==> src/rtl/forwarding_scoreboard.sv <==
// EX-stage MEM/WB bypass selection plus a per-register scoreboard that stalls
// decode until every used source operand is forwardable.
module forwarding_scoreboard #(
  parameter int REG_ADDR_W = 5,
  parameter int NUM_SRC    = 2,
  parameter int LAT_W      = 3
) (
  input  logic                           clk,
  input  logic                           rst_n,
  input  logic [NUM_SRC*REG_ADDR_W-1:0]  rs_id,
  input  logic [NUM_SRC-1:0]             rs_id_valid,
  input  logic [NUM_SRC*REG_ADDR_W-1:0]  rs_ex,
  input  logic [REG_ADDR_W-1:0]          rd_mem,
  input  logic                           regWriteMem,
  input  logic [REG_ADDR_W-1:0]          rd_wb,
  input  logic                           regWriteWb,
  input  logic                           issue_valid,
  input  logic [REG_ADDR_W-1:0]          issue_rd,
  input  logic [LAT_W-1:0]               issue_lat,
  input  logic                           complete_valid,
  input  logic [REG_ADDR_W-1:0]          complete_rd,
  input  logic                           flush,
  output logic [2*NUM_SRC-1:0]           forward,
  output logic                           stall,
  output logic [(2**REG_ADDR_W)-1:0]     busy_vec
);

  localparam int NUM_REGS = 2**REG_ADDR_W;
  localparam logic [LAT_W-1:0] LAT_INF = '1;

  logic [NUM_REGS-1:0] busy;
  logic [LAT_W-1:0]    cnt [NUM_REGS];
  logic [NUM_SRC-1:0]  src_stall;
  logic                iss;

  genvar i;
  for (i = 0; i < NUM_SRC; i++) begin : g_src
    logic [REG_ADDR_W-1:0] ex_rs;
    logic [REG_ADDR_W-1:0] id_rs;
    assign ex_rs = rs_ex[i*REG_ADDR_W +: REG_ADDR_W];
    assign id_rs = rs_id[i*REG_ADDR_W +: REG_ADDR_W];

    // MEM holds the younger result, so it beats WB for the same register.
    assign forward[2*i +: 2] =
      (regWriteMem && rd_mem != '0 && rd_mem == ex_rs) ? 2'b10 :
      (regWriteWb  && rd_wb  != '0 && rd_wb  == ex_rs) ? 2'b01 : 2'b00;

    assign src_stall[i] = rs_id_valid[i] && id_rs != '0 && busy[id_rs] &&
                          cnt[id_rs] != '0;
  end

  assign stall    = |src_stall;
  assign iss      = issue_valid && !stall && !flush && issue_rd != '0;
  assign busy_vec = busy;

  // Priority per entry: flush, issue, completion, then WB release / countdown.
  always_ff @(posedge clk or negedge rst_n) begin
    if (!rst_n) begin
      busy <= '0;
      for (int r = 0; r < NUM_REGS; r++) cnt[r] <= '0;
    end else begin
      for (int r = 0; r < NUM_REGS; r++) begin
        if (flush) begin
          busy[r] <= 1'b0;
          cnt[r]  <= '0;
        end else if (iss && issue_rd == REG_ADDR_W'(r)) begin
          busy[r] <= 1'b1;
          cnt[r]  <= issue_lat;
        end else if (complete_valid && complete_rd == REG_ADDR_W'(r)) begin
          cnt[r] <= '0;
        end else begin
          if (regWriteWb && rd_wb == REG_ADDR_W'(r) && cnt[r] == '0)
            busy[r] <= 1'b0;
          if (cnt[r] != '0 && cnt[r] != LAT_INF)
            cnt[r] <= cnt[r] - 1'b1;
        end
      end
    end
  end

endmodule

==> config.mk <==
export PLATFORM = sky130hd
export DESIGN_NAME = forwarding_scoreboard
export DESIGN_NICKNAME = d
export VERILOG_FILES = /design/src/rtl/forwarding_scoreboard.sv
export SDC_FILE = /design/constraint.sdc
export NUM_CORES = 1
export LEC_CHECK = 0
export BUFFER_PORTS_ARGS = -buffer_cell sky130_fd_sc_hd__buf_2
export CORE_AREA = 10 10 160 177
export DETAILED_ROUTE_END_ITERATION = 10
export DIE_AREA = 0 0 170 187
export GPL_TIMING_DRIVEN = 1
export MAX_ROUTING_LAYER = met4
export SYNTH_ARGS = -nofsm -noshare
export SYNTH_HDL_FRONTEND = slang
export SYNTH_SLANG_ARGS = --single-unit
==> constraint.sdc <==
create_clock -name clk -period 4 [get_ports clk]
set_clock_uncertainty 0.2 [all_clocks]
set_input_delay 0 -clock clk [delete_from_list [all_inputs] [get_ports clk]]
set_output_delay 0 -clock clk [all_outputs]
set_load 0.01 [all_outputs]
==> results of run 1 <==
-- critical path, stage by stage, from the launching register on --
cell      delay, ps
dfrtp_1         420
nor3_1          630
mux4_2          380
mux2i_1          80
o22ai_1         260
a22o_4          190
o211ai_4        250
buf_4           300
nor4_4          390
mux2_2          390
-- state kept, by name, indices dropped and copies added (netlist names) --
| register | cells |
|---|---|
| busy_vec | 32 |
| cnt | 96 |
-- layer usage --
layer	part of all wire, %	global-route usage, %	up-vias
met5	0	-	-
li1	-	-	4300
met1	43	27.9	4573
met2	49	35.8	268
met4	2.4	6.55	0
met3	5.7	3.65	63
-- cell families after synthesis --
group,Yosys count
AO/OA/AOI/OAI,184
buffers and inverters,156
multiplexers,135
adder cells (fa/ha/maj),96
XOR/XNOR,59
flip-flops,128
AND/OR/NAND/NOR,375
-- layout make-up --
type,instances,share of cell area (%)
multi-input combinational,849,57.3
sequential,128,26.1
timing repair buffer,112,5.31
clock buffer,17,3.46
tap,315,3.21
inverter,97,2.96
clock inverter,15,1.63
antenna,2,0.0407
-- cells in the final DEF, fill, tap and decap left out, types with 22 or more instances in the layout --
cell,count
mux2i_1,46
ha_1,96
dfrtp_1,128
nor2_1,77
nor3_1,67
a21oi_1,38
o21ai_0,24
nand2b_1,23
inv_1,97
xnor2_1,41
nand2_1,43
mux2_2,59
a2111oi_0,27
mux4_2,22
or4_1,23
buf_2,87
-- worst min path at each step --
| stage | from | endpoint | slack [ps] | depth (start not counted) |
|---|---|---|---|---|
| floorplan | rst_n | busy_vec[0] | -500 | 0 |
| global route | rd_wb[0] | busy_vec[22] | 50 | 4 |
| finish | rd_wb[4] | busy_vec[0] | 20 | 4 |
| detailed placement | rst_n | busy_vec[26] | -4 | 1 |
| CTS | complete_valid | busy_vec[7] | 6 | 5 |
| global placement | rst_n | cnt[29] | -10 | 1 |
-- power groups by stage --
stage / logic [mW] / registers (mW) / clock network, mW
after floorplan: 2.76 / 2.13 / 0
after global placement: 3.40 / 2.25 / 0
after detailed placement: 3.45 / 2.26 / 0
after CTS: 3.50 / 2.25 / 1.69
after global routing: 3.95 / 2.33 / 1.76
final: 3.50 / 2.26 / 1.69
-- per-stage QoR --
step	instance area (sq um)	worst slack [ps]
after CTS	12300	471
after floorplan	10900	925
final	12300	374
after global routing	12300	302
after global placement	11600	539
after detailed placement	11600	466
-- timing repair --
| action | in CTS | in global routing |
|---|---|---|
| hold buffers | 10 | 0 |
| endpoints found under the hold margin | 106 | 0 |
| resized for setup | 0 | 0 |
==> flow_metrics.py, run 1 <==
metrics = {
    "sta": {
        "fin_setup_tns_ps": 0,
        "hold_viol_final": 0,
        "rsz0062_at_grt": "no",
        "setup_viol": 0,
        "period_share_pct": 90.6,
        "worst_pin_slew_ps": 1180,
        "fin_crit_ps": 3630,
        "max_freq_mhz": 276,
        "hold-worst-slack_ps": 15.8,
        "drv_slew": 0,
        "slew_headroom_pct": 21.1,
    },
    "setup_path": {
        "reg2reg_from": "cnt[27]",
        "reg2reg_depth": 9,
        "r2r-end": "cnt[55]",
        "crit_path_max_fanout": 14,
        "crit_required_ps": 4110,
        "cp-end-kind": "register",
        "cp.arrival_ps": 3740,
        "path_class": "register to register",
        "rrSetupSlack_ps": 370,
        "cp-startpoint": "cnt[27]",
        "startpoint_type": "register",
        "cp-endpoint": "cnt[55]",
    },
    "synth": {
        "synth.net_count": 1281,
        "synthCells": 1133,
        "yosys_warnings": 0,
        "synth_top_area_share_pct": 29.5,
        "synthMuxAreaShare_pct": 16.0,
        "synth.largest_area_cell": "dfrtp_1",
        "async_reset_ff_share_pct": 100,
        "netlist-cell-type-count": 64,
        "synth_most_common_cell": "dfrtp_1",
        "synth-edff-count": 0,
        "avgSynthCellArea_sq_um": 9.59,
        "synth_top_family_by_area": "simple AND/OR/NAND/NOR gates",
        "mappedNetlistArea_sq_um": 10900,
        "synth-adder-area-share_pct": 11.0,
        "synth_compound_area_share_pct": 12.5,
        "synth-simple-area-share_pct": 20.4,
        "netlist_top_cells_count": "128 x dfrtp_1, 97 x inv_1, 96 x ha_1",
        "ys_seq_elements": 128,
        "ys_seq_area_share_pct": 29.5,
        "synthTopCellsByArea": "dfrtp_1 29%, ha_1 11%, mux2_2 6.1%, mux4_2 4.6%, mux2i_1 4.2%",
        "synth_ff_type": "dfrtp_1",
        "synth_xor_area_share_pct": 4.75,
    },
    "clock_tree": {
        "cts_buffers": 17,
        "post-cts-setup-buffer-count": 0,
        "clkTransAtPathRegs_ps": 70,
        "cts-htree-levels": 4,
        "cts_sinks": 128,
        "cts.path.max_buffers": 2,
        "insertion_delay_ps": 440,
        "tritoncts": "done",
        "root_buffer": "clkbuf_16",
    },
    "pwr": {
        "p_comb_share_pct": 47.0,
        "seqPwrFrac_pct": 30.3,
        "vdd_drop_max_v": 0.000225,
        "clockPowerShare_pct": 22.7,
        "power_mw": 7.45,
        "cellPowerDensity_nw_per_um2": 606,
        "switchingPower_mw": 3.04,
        "intPower_mw": 4.41,
        "switching_share_pct": 40.8,
        "leakage_nw": 5.45,
    },
    "global_route": {
        "grt_use_total_pct": 22.2,
        "first_global_vias": 9232,
        "overflow": 0,
        "grt_max_degree": 101,
        "antenna_found_initial": 2,
        "grt_pass1_wl_mm": 53.7,
    },
    "hold_path": {
        "hold_class": "input port to register",
    },
    "placement": {
        "port_buffers": 88,
        "dp_cells": 1491,
        "gp_congestion": 0.927,
        "place_hpwl_mm": 25.6,
    },
    "outcome": {
        "status": "finished clean",
    },
    "floorplan": {
        "pin_count": 89,
        "fp.coreArea_sq_um": 24800,
        "dieWidth_um": 170,
        "num_rows": 61,
        "dieArea_sq_um": 31800,
        "dieHeight_um": 187,
        "start_util_pct": 43.8,
    },
    "cells_and_area": {
        "instances_no_fill": 1535,
        "multi_input_area_sq_um": 7040,
        "nNetsFinal": 1353,
        "ff_latch_area_sq_um": 3200,
        "drive_above_1_share_pct": 22.7,
        "syn_to_final_growth_pct": 13.0,
        "nFillCells": 2306,
        "final_util_pct": 49.5,
    },
    "routing": {
        "drc": 0,
        "drt_iter0_drc": 680,
        "ant_nets": 0,
        "wire_per_inst_um": 22.6,
        "route.vias.total": 9204,
        "viasPerCell": 6.00,
        "dr.pass1.iters": 7,
        "drt-total-wl_mm": 34.7,
    },
    "job": {
        "maxCapViolCount": 0,
    },
}
Power figures use the tool's default switching activity.
==> run 2, diff against run 1 <==
CTS_BUF_LIST = sky130_fd_sc_hd__clkbuf_4   (was not set)
REMOVE_ABC_BUFFERS = 1   (was not set)
==> run 2 against run 1 <==
Net effect:
- the run now ends with hold timing left
- register-to-register slack worse by 110 ps
- combinational power barely moved
- critical path depth increased by 1
- worst setup slack got worse by 110 ps
- sequential cell count unchanged
- utilization shrank 0.13 points
- count of clock-buffer cells in the layout rose by 4
- fmax down 3.1%
- non-clock buffer count grew 34
- worst hold slack got worse by 17 ps
- sequential share of layout area grew 0.069 points
- design area is 0.26% lower
- critical endpoint is now cnt[63]
==> flow_metrics.py, run 2 (synthesized netlist as in run 1, its figures left out) <==
metrics = {
    "hold_path": {
        "min-delay-start": "flush",
        "worstHoldPathCells": 6,
        "hold_end": "cnt[89]",
        "hold_class": "input port to register",
    },
    "clock_tree": {
        "cts-htree-levels": 4,
        "insertion_delay_ps": 570,
        "tritoncts": "done",
        "cts.path.max_buffers": 2,
        "clkTransAtPathRegs_ps": 120,
        "root_buffer": "clkbuf_4",
        "cts_buffers": 17,
        "cts_sinks": 128,
    },
    "setup_path": {
        "rrSetupSlack_ps": 260,
        "reg2reg_depth": 10,
        "startpoint_type": "register",
        "cp.arrival_ps": 4010,
        "cp-end-kind": "register",
        "path_class": "register to register",
        "crit_required_ps": 4260,
        "reg2reg_from": "cnt[81]",
        "crit_path_max_fanout": 6,
        "r2r-end": "cnt[63]",
    },
    "sta": {
        "worst_pin_slew_ps": 1170,
        "setup_viol": 0,
        "max_freq_mhz": 267,
        "fin_setup_tns_ps": 0,
        "setup_ws_ps": 259,
        "period_share_pct": 93.5,
        "slew_headroom_pct": 21.8,
        "hold-worst-slack_ps": -1.17,
        "rsz0062_at_grt": "no",
        "fin_crit_ps": 3740,
        "hold_viol_final": 1,
        "drv_slew": 0,
    },
    "routing": {
        "drt_iter0_drc": 909,
        "ant_nets": 0,
        "viasPerCell": 6.03,
        "wire_per_inst_um": 22.0,
        "route.vias.total": 9456,
        "drc": 0,
        "drt-total-wl_mm": 34.5,
        "dr.pass1.iters": 5,
    },
    "cells_and_area": {
        "largest_register": "cnt",
        "largest_reg_flops": 96,
        "final_common_cell": "dfrtp_1",
        "nNetsFinal": 1387,
        "syn_to_final_growth_pct": 12.7,
        "drive_above_1_share_pct": 22.2,
        "final_cell_mix": "128 x dfrtp_1, 97 x inv_1, 96 x ha_1",
    },
    "global_route": {
        "grt_pass1_wl_mm": 54.0,
        "grt_use_total_pct": 22.3,
        "first_global_vias": 9474,
        "grt_max_degree": 97,
        "overflow": 0,
        "antenna_found_initial": 1,
    },
    "floorplan": {
        "dieHeight_um": 187,
        "dieArea_sq_um": 31800,
        "num_rows": 61,
        "fp.coreArea_sq_um": 24800,
        "pin_count": 89,
        "dieWidth_um": 170,
        "start_util_pct": 43.8,
    },
    "pwr": {
        "leakage_nw": 5.44,
        "vdd_drop_max_v": 0.000205,
        "cellPowerDensity_nw_per_um2": 538,
    },
    "placement": {
        "pre_cts_slack_ps": 430,
        "place_hpwl_mm": 25.1,
        "port_buffers": 88,
        "gp_congestion": 0.969,
    },
    "outcome": {
        "status": "finished, violations left",
        "violations": "hold timing",
    },
    "job": {
        "maxCapViolCount": 0,
    },
}
## run 2: per-layer routing
layer / GRT usage [%] / vias to the layer above / routed length [um]
met5: - / - / 0
met4: 7.70 / 0 / 926
met3: 4.56 / 69 / 2510
met2: 34.8 / 361 / 16300
met1: 28.1 / 4669 / 14800
li1: - / 4357 / -
## run 2: metrics by stage
| stage | instance area (sq um) | hold WS [ps] | total power, mW | util [%] | cells |
|---|---|---|---|---|---|
| global placement | 11500 | -11.6 | 5.63 | 46.6 | 1490 |
| detailed placement | 11500 | -7.39 | 5.69 | 46.6 | 1490 |
| global route | 12300 | 1.97 | 7.22 | 49.4 | 1567 |
| CTS | 12200 | 9.27 | 6.58 | 49.2 | 1562 |
| finish | 12300 | -1.17 | 6.60 | 49.4 | 1567 |
| floorplan | 10600 | -496 | 4.84 | - | 1074 |
## run 2: final cells by class
cell class	count	area [sq um]
repair buffers	146	1000
inverters	97	364
clock buffers	21	158
fillers	2306	12600
clock inverters	10	71.3
multi-input cells	849	7060
well taps	315	394
flip-flops and latches	128	3200
diodes	1	2.50
## run 2: how the worst max path moves through the flow
stage              from  endpoint  slack [ps]  cells after the start
6_report        cnt[81]   cnt[63]         260                     10
5_1_grt         cnt[81]   cnt[22]         140                     10
4_1_cts         cnt[13]   cnt[63]          40                      8
3_5_place_dp   rs_id[1]   cnt[34]         430                     11
3_3_place_gp   rs_id[1]   cnt[67]         520                      7
2_1_floorplan   cnt[81]   cnt[66]         370                      8
## run 2: what timing repair did
item | 4_1_cts | 5_1_grt
endpoints found under the setup margin | 0 | 2
endpoints found under the hold margin | 191 | 0
hold buffers | 41 | 0
buffers inserted | 0 | 4
resized for setup | 0 | 4
## run 2: worst max-delay path, cell delays in order, from the launching register on
cell           delay, ps
dfrtp_1              450
or4_1                550
a2111oi_2            370
a2111oi_1            130
o2111ai_2            110
a22o_4               200
o211ai_4             120
buf_4                200
nor4_4               240
dlygate4sd3_1        690
mux2_2               350
## run 2: report_power, final
part           switching, mW  internal (mW)
Sequential             0.566           1.70
Combinational           1.76           1.74
Clock                  0.511          0.318
Total                   2.84           3.76
==> run 3, diff against run 2 <==
CORE_AREA = 10 10 121 233   (was 10 10 160 177)
DIE_AREA = 0 0 131 243   (was 0 0 170 187)
==> run 3 against run 2 <==
Net effect:
- the flow now finishes without violations
- global-route usage is 2.5 points higher
- largest cell class unchanged
- fmax decreased by 3.1%
- sequential share of layout area down 0.29 points
- first-iteration DRC count decreased by 27%
- final cell count grew 1.5%
- critical path type unchanged
==> flow_metrics.py, run 3 (synthesized netlist as in run 1, its figures left out) <==
metrics = {
    "outcome": {
        "status": "finished clean",
    },
    "routing": {
        "ant_nets": 0,
        "dr.pass1.iters": 6,
        "viasPerCell": 6.07,
        "wire_per_inst_um": 23.7,
        "drc": 0,
        "route.vias.total": 9658,
        "drt-total-wl_mm": 37.7,
        "drt_iter0_drc": 661,
    },
    "cells_and_area": {
        "nFillCells": 2339,
        "ff_latch_area_sq_um": 3200,
        "final_common_cell": "dfrtp_1",
        "final_cell_mix": "128 x dfrtp_1, 97 x inv_1, 96 x ha_1",
        "syn_to_final_growth_pct": 14.0,
        "fin_area_sq_um": 12400,
        "largest_reg_flops": 96,
        "instances_no_fill": 1591,
        "largest_register": "cnt",
        "drive_above_1_share_pct": 22.5,
        "nNetsFinal": 1391,
        "multi_input_area_sq_um": 7050,
    },
    "setup_path": {
        "crit_path_cell_trace": "nor3_1 -> a21oi_1 -> mux4_2 -> o2111ai_2 -> a22o_4 -> o211ai_4 -> buf_4 -> nor3_2 -> mux2i_1 -> dlygate4sd3_1",
        "path_class": "register to register",
        "crit_required_ps": 4350,
        "cp-end-kind": "register",
        "crit_path_max_fanout": 10,
        "path_delay_family": "buffers and inverters",
        "cp_slowest_cell": "dlygate4sd3_1",
        "slowest_delay_ps": 580,
        "cp.arrival_ps": 4210,
        "startpoint_type": "register",
        "critPathBufInv": 2,
    },
    "pwr": {
        "cellPowerDensity_nw_per_um2": 558,
        "leakage_nw": 5.48,
        "vdd_drop_max_v": 0.000228,
    },
    "clock_tree": {
        "tritoncts": "done",
        "cts_sinks": 128,
        "clkTransAtPathRegs_ps": 130,
        "root_buffer": "clkbuf_4",
        "cts_buffers": 17,
        "cts-htree-levels": 4,
        "cts.path.max_buffers": 2,
        "insertion_delay_ps": 610,
    },
    "floorplan": {
        "start_util_pct": 44.5,
        "dieWidth_um": 131,
        "dieArea_sq_um": 31800,
        "fp.coreArea_sq_um": 24400,
        "num_rows": 81,
        "pin_count": 89,
        "dieHeight_um": 243,
    },
    "global_route": {
        "first_global_vias": 10200,
        "grt_use_total_pct": 24.8,
        "grt_pass1_wl_mm": 58.0,
        "overflow": 0,
        "antenna_found_initial": 2,
        "grt_max_degree": 129,
    },
    "placement": {
        "dp_cells": 1512,
        "place_hpwl_mm": 27.9,
        "placed_cell_area_sq_um": 11600,
        "port_buffers": 88,
        "gp_congestion": 0.985,
    },
    "sta": {
        "max_freq_mhz": 259,
        "period_share_pct": 96.5,
        "rsz0062_at_grt": "no",
        "setup_viol": 0,
        "hold_viol_final": 0,
        "worst_pin_slew_ps": 1200,
        "fin_crit_ps": 3860,
        "drv_slew": 0,
        "hold-worst-slack_ps": 50.9,
        "fin_setup_tns_ps": 0,
        "slew_headroom_pct": 20.0,
    },
    "hold_path": {
        "hold_class": "input port to register",
    },
    "job": {
        "maxCapViolCount": 0,
    },
}
[run 3: changes by cell type in the layout (fill, tap and decap cells not counted), moves of 2 or more]
cell / before / now
clkinv_1: 5 / 1
dlygate4sd3_1: 40 / 44
bufinv_16: 1 / 4
clkinv_2: 3 / 6
clkbuf_4: 21 / 19
diode_2: 1 / 3
[run 3: worst paths after layout]
check | from | end | slack [ps] | depth (start not counted)
setup / recovery | cnt[64] | cnt[80] | 140 | 10
hold / removal | issue_lat[0] | cnt[36] | 50 | 2
setup reg to reg | cnt[64] | cnt[80] | 140 | 10
hold reg to reg | busy_vec[3] | busy_vec[3] | 410 | 1
max in group asynchronous | rst_n | cnt[16] | 2560 | 4
min in group asynchronous | rst_n | cnt[46] | 420 | 4
[run 3: area by class of cell]
cell class	count	area share, %
Multi-Input combinational cell	849	56.9
Inverter	97	2.94
Antenna cell	3	0.0606
Clock buffer	19	1.15
Tap cell	332	3.35
Timing Repair Buffer	150	8.35
Clock inverter	13	1.36
Sequential cell	128	25.9
[run 3: repair_timing]
item                       4_1_cts  5_1_grt
hold buffers                    44        0
setup buffers                    0        0
hold endpoints to repair       233        0
resized for setup                0        2
setup endpoints to repair        0        2
[run 3: worst register-to-register path, cell delays in order, from the launching register on]
cell and delay [ps]:
dfrtp_1 430, nor3_1 440, a21oi_1 170, mux4_2 500
o2111ai_2 210, a22o_4 200, o211ai_4 190, buf_4 300
nor3_2 360, mux2i_1 230, dlygate4sd3_1 580
[run 3: through the flow]
stage	setup WS [ps]	util [%]	power (mW)
global placement	453	47.6	5.76
finish	139	50.7	6.92
CTS	119	50.6	6.93
global route	7.86	50.7	7.52
floorplan	369	-	4.84
detailed placement	469	47.6	5.83
[run 3: routing by layer]
layer	up-vias	track usage, %	part of all wire, %
met5	-	-	0
met4	0	16.4	6.7
met3	131	3.65	5.1
met2	369	43.2	53
met1	4775	24.6	35
li1	4383	-	-
[run 3: power by group]
group,switching (mW),internal [mW],leakage [nW],total (mW)
clock network,0.524,0.500,0.169,1.02
registers,0.593,1.70,1.69,2.30
logic,1.83,1.76,3.62,3.60
total,2.95,3.97,5.48,6.92
